### config.mk
export PLATFORM = sky130hd
export DESIGN_NAME = wreq_chan_mngr
export DESIGN_NICKNAME = d
export VERILOG_FILES = /design/src/rtl/wreq_chan_mngr.sv
export SDC_FILE = /design/constraint.sdc
export NUM_CORES = 1
export LEC_CHECK = 0
export BUFFER_PORTS_ARGS = -buffer_cell sky130_fd_sc_hd__buf_2
export CAP_MARGIN = 20
export CORE_UTILIZATION = 25
export CTS_BUF_LIST = sky130_fd_sc_hd__clkbuf_8
export CTS_CLUSTER_DIAMETER = 120
export DETAILED_ROUTE_END_ITERATION = 6
export GPL_ROUTABILITY_DRIVEN = 0
export PLACE_DENSITY = 0.38
export SETUP_SLACK_MARGIN = 0.5
export SYNTH_ARGS = -nofsm -noshare
export SYNTH_HDL_FRONTEND = slang
export SYNTH_SLANG_ARGS = --single-unit
### constraint.sdc
create_clock -name clk -period 6.4 [get_ports clk]
set_input_delay 0.96 -clock clk [delete_from_list [all_inputs] [get_ports clk]]
set_output_delay 0.96 -clock clk [all_outputs]
set_load 0.02 [all_outputs]
### src/rtl/wreq_chan_mngr.sv
// Write-request queue: accepts line writes, issues them on AXI AW, then hands each to the W stage in order.
// Latency: push to awvalid 1 cycle; AW accept to next_rq 2 cycles; finish_wd to next next_rq >= 2 cycles.
// Backpressure: wreq_ready drops when DEPTH entries are held; AW holds on awready=0; W-stage waits on finish_wd.
module wreq_chan_mngr #(
    parameter int DEPTH = 4
) (
    input  logic         clk,
    input  logic         rst_n,
    input  logic         wreq_valid,
    output logic         wreq_ready,
    input  logic [31:0]  wreq_addr,
    input  logic [3:0]   wreq_id,
    input  logic [127:0] wreq_wdata,
    input  logic [15:0]  wreq_mask,
    output logic         awvalid,
    input  logic         awready,
    output logic [31:0]  awaddr,
    output logic [3:0]   awid,
    output logic [7:0]   awlen,
    output logic [2:0]   awsize,
    output logic [1:0]   awburst,
    output logic         next_rq,
    output logic [3:0]   next_id,
    output logic [127:0] next_wdata,
    output logic [15:0]  next_mask,
    input  logic         finish_wd,
    input  logic [3:0]   finish_id,
    output logic         id_err
);

    localparam int PW = $clog2(DEPTH);
    localparam logic [PW:0]   FULL_CNT = (PW+1)'(DEPTH);
    localparam logic [PW-1:0] PTR_ONE  = 1;
    localparam logic [PW:0]   CNT_ONE  = 1;

    localparam logic [1:0] WD_IDLE = 2'd0;
    localparam logic [1:0] WD_RQ   = 2'd1;
    localparam logic [1:0] WD_BUSY = 2'd2;

    typedef struct packed {
        logic [27:0]  addr;
        logic [3:0]   id;
        logic [127:0] wdata;
        logic [15:0]  mask;
    } entry_t;

    entry_t mem [DEPTH];

    logic [PW-1:0] wr_ptr, aw_ptr, wd_ptr;
    logic [PW:0]   count, n_aw, n_wd;
    logic [1:0]    wd_state, wd_state_nxt;
    logic          push, aw_fire, free;

    // Ready comes from the registered count only, so there is no path from wreq_valid.
    assign wreq_ready = (count < FULL_CNT);
    assign push       = wreq_valid & wreq_ready;
    assign awvalid    = (n_aw != '0);
    assign aw_fire    = awvalid & awready;
    assign free       = (wd_state == WD_BUSY) & finish_wd;
    assign n_wd       = count - n_aw;

    assign awaddr  = {mem[aw_ptr].addr, 4'h0};
    assign awid    = mem[aw_ptr].id;
    assign awlen   = 8'd3;
    assign awsize  = 3'd2;
    assign awburst = 2'b01;

    // The W-head entry cannot be overwritten until it is freed, so these stay stable through finish_wd.
    assign next_rq    = (wd_state == WD_RQ);
    assign next_id    = mem[wd_ptr].id;
    assign next_wdata = mem[wd_ptr].wdata;
    assign next_mask  = mem[wd_ptr].mask;

    always_ff @(posedge clk) begin
        if (push) begin
            mem[wr_ptr] <= '{addr: wreq_addr[31:4], id: wreq_id, wdata: wreq_wdata, mask: wreq_mask};
        end
    end

    always_comb begin
        wd_state_nxt = WD_IDLE;
        case (wd_state)
            WD_IDLE: wd_state_nxt = (n_wd != '0) ? WD_RQ : WD_IDLE;
            WD_RQ:   wd_state_nxt = WD_BUSY;
            WD_BUSY: wd_state_nxt = finish_wd ? WD_IDLE : WD_BUSY;
            default: wd_state_nxt = WD_IDLE;
        endcase
    end

    always_ff @(posedge clk or negedge rst_n) begin
        if (!rst_n) begin
            wr_ptr   <= '0;
            aw_ptr   <= '0;
            wd_ptr   <= '0;
            count    <= '0;
            n_aw     <= '0;
            wd_state <= WD_IDLE;
            id_err   <= 1'b0;
        end else begin
            wd_state <= wd_state_nxt;
            if (push) begin
                wr_ptr <= wr_ptr + PTR_ONE;
            end
            if (aw_fire) begin
                aw_ptr <= aw_ptr + PTR_ONE;
            end
            if (free) begin
                wd_ptr <= wd_ptr + PTR_ONE;
            end
            case ({push, aw_fire})
                2'b10:   n_aw <= n_aw + CNT_ONE;
                2'b01:   n_aw <= n_aw - CNT_ONE;
                default: n_aw <= n_aw;
            endcase
            case ({push, free})
                2'b10:   count <= count + CNT_ONE;
                2'b01:   count <= count - CNT_ONE;
                default: count <= count;
            endcase
            if (free && (finish_id != next_id)) begin
                id_err <= 1'b1;
            end
        end
    end

endmodule

==> impl_metrics.json <==
{
  "drc": 0,
  "grt_pass1_wl_microns": 89800,
  "path_cells": "buf_12 > mux4_2 > buf_2",
  "fin_cells": 2970,
  "fp.dieW_microns": 327,
  "initialDrtViolationCount": 591,
  "end_kind": "primary output",
  "synth_edf_count": 704,
  "required_ns": 5.44,
  "setup_viol": 0,
  "rr_endpoint": "id_err",
  "hold_slack_ns": 0.130,
  "setup-tns-final_ns": 0,
  "syn_area_per_cell_sq_um": 25.9,
  "ys_top_cells_by_count": "704 x edfxtp_1, 180 x mux4_2, 32 x buf_4",
  "post-route-util_pct": 31.0,
  "post_cts_resized": 0,
  "dp.cells": 2740,
  "powerDensity_nw_per_um2": 454,
  "num_vias": 12218,
  "syn_to_final_growth_pct": 22.2,
  "die_height_microns": 327,
  "postRouteAntennaNets": 0,
  "n_fill_cell": 10133,
  "ys_types": 26,
  "tightest_slew_ns": 0.890,
  "ys.warnings.count": 0,
  "vdd.ir_drop.worst_v": 0.000240,
  "synthCells": 1021,
  "holdCritPathClass": "input pin to async pin",
  "hold_viol": 0,
  "final_nets": 1693,
  "dieArea_sq_um": 107000,
  "finalPower_mw": 14.7,
  "intPower_mw": 9.79,
  "rows": 118,
  "dr.pass1.iters": 4,
  "slowest_stage": "dfrtp_4",
  "place_area_sq_um": 29900,
  "routed_wirelength_microns": 61800,
  "stdcell_area_sq_um": 32300,
  "viasPerCell": 4.11,
  "grt_pass1_vias": 13608,
  "swShare_pct": 33.2,
  "path_max_fanout": 67,
  "post_cts_buffers": 0,
  "synth_area_leaders": "edfxtp_1 80%, mux4_2 15%, dfrtp_1 1.4%",
  "synth_top_cell_by_area": "edfxtp_1",
  "dp_slack_ns": 2.92,
  "cts_root_buffer": "clkbuf_8",
  "start_util_pct": 25.4,
  "seqPwrFrac_pct": 42.4,
  "yosys_register_bits": 719,
  "ys_seq_area_share_pct": 81.4,
  "power_frac_clock_pct": 27.0,
  "cpPeakStageDelay_ns": 0.91,
  "start_kind": "flip-flop",
  "cts_tree": "yes",
  "io_buffers": 368,
  "netlist_area_sq_um": 26400,
  "clock_latency_ns": 0.78,
  "worstSetupPathType": "flip-flop to primary output",
  "cts_buffer_depth": 3,
  "max_freq_mhz": 243,
  "r2r-start": "wd_ptr[1]",
  "rr_worst_depth": 5,
  "period_share_pct": 64.4,
  "coreArea_sq_um": 104000,
  "cts-buffers-inserted": 132,
  "clock-sinks": 719,
  "cap_violations": 0,
  "rsz0062_at_grt": "no",
  "layout-drive-gt1-share_pct": 45.8,
  "io_pins": 390,
  "yosysMostFrequentCell": "edfxtp_1",
  "relSlewSlack_pct": 40.7,
  "synth_top_area_share_pct": 80.0,
  "hpwl_microns": 35200,
  "regToRegSetupSlack_ns": 3.57,
  "grt_use_total_pct": 11.6,
  "synth_ff_type": "edfxtp_1",
  "clkSlewWorstSetupHoldPaths_ns": 0.06,
  "grt_max_degree": 94,
  "power.switching_mw": 4.86,
  "grt_antenna_before_repair": 21,
  "status": "finished clean",
  "report.final.slew_viol_count": 0,
  "finalClockSkew_ns": 0.0258,
  "p_leak_nw": 10.9,
  "drt-wirelength-per-cell_microns": 20.8,
  "ctsHoldBuffers": 0,
  "cp.arrival_ns": 3.16,
  "ys_async_sr_fraction_pct": 2.09,
  "combPwrFrac_pct": 30.6,
  "fin_ws_ns": 2.28,
  "htree_levels": 4,
  "min_period_ns": 4.12,
  "grt-ovfl-total": 0
}
## power groups by stage
stage               clock network (mW)  registers (mW)  logic [mW]
finish                            3.95            6.22        4.48
floorplan                            0            6.15        3.21
CTS                               4.16            6.24        4.68
detailed placement                   0            6.34        4.67
global route                      4.34            6.29        4.84
global placement                     0            6.31        4.68
## worst max-delay path by stage
stage	from	to	slack (ns)	cells after the start
after floorplan	wreq_valid	mem[0][0]	2.45	3
after global placement	wreq_valid	mem[2][94]	2.91	4
after detailed placement	wd_ptr[0]	next_wdata[112]	2.92	3
after CTS	wd_ptr[0]	next_mask[0]	2.01	3
after global routing	wd_ptr[0]	next_wdata[113]	1.96	3
final	wd_ptr[0]	next_wdata[113]	2.28	3
## critical path: cells and delay by family, from the launching register on
family	cells	cell delay, ns
buffers and inverters	2	0.67
flip-flops	1	0.91
multiplexers	1	0.59
## registers in the layout, summed over array words and instances (netlist names)
| signal | cells |
|---|---|
| aw_ptr | 2 |
| count | 3 |
| id_err | 1 |
| mem | 704 |
| n_aw | 3 |
| wd_ptr | 2 |
| wd_state | 2 |
| wr_ptr | 2 |
## logic make-up after synthesis
| group | count (synthesis) | share of synthesized area, % |
|---|---|---|
| other | 2 | 0.0284 |
| and+or+nand+nor | 18 | 0.393 |
| DFF | 719 | 81.4 |
| buffers and inverters | 70 | 1.56 |
| adders and majority gates | 10 | 0.530 |
| muxes | 182 | 15.4 |
| xor gates and xnor gates | 17 | 0.563 |
| AOI/OAI and AO/OA | 3 | 0.0805 |
## cell usage in the layout, fill, tap and decap left out, types with 9 or more instances in the layout
| cell | instances |
|---|---|
| clkbuf_8 | 137 |
| mux4_2 | 180 |
| buf_2 | 368 |
| buf_12 | 9 |
| dfrtp_1 | 12 |
| edfxtp_1 | 704 |
| clkinv_1 | 32 |
| conb_1 | 17 |
| inv_1 | 50 |
| xnor2_1 | 11 |
## routing by layer
metal,wire length (microns),up-vias,GRT usage [%]
met5,241,-,0
met4,1660,38,4.58
met3,5380,176,5.49
met2,31100,369,19.5
met1,23400,6334,12.7
li1,-,5301,-
## layout make-up
cell class	count	area [sq um]	share of cell area (%)
Sequential cell	719	21500	66.7
Multi-Input combinational cell	247	4560	14.1
Timing Repair Buffer	384	2070	6.42
Clock buffer	137	1890	5.84
Tap cell	1380	1730	5.35
Clock inverter	91	478	1.48
Inverter	10	37.5	0.116
Antenna cell	2	5.00	0.0155
Note: power is estimated with default switching activity, not from simulation.
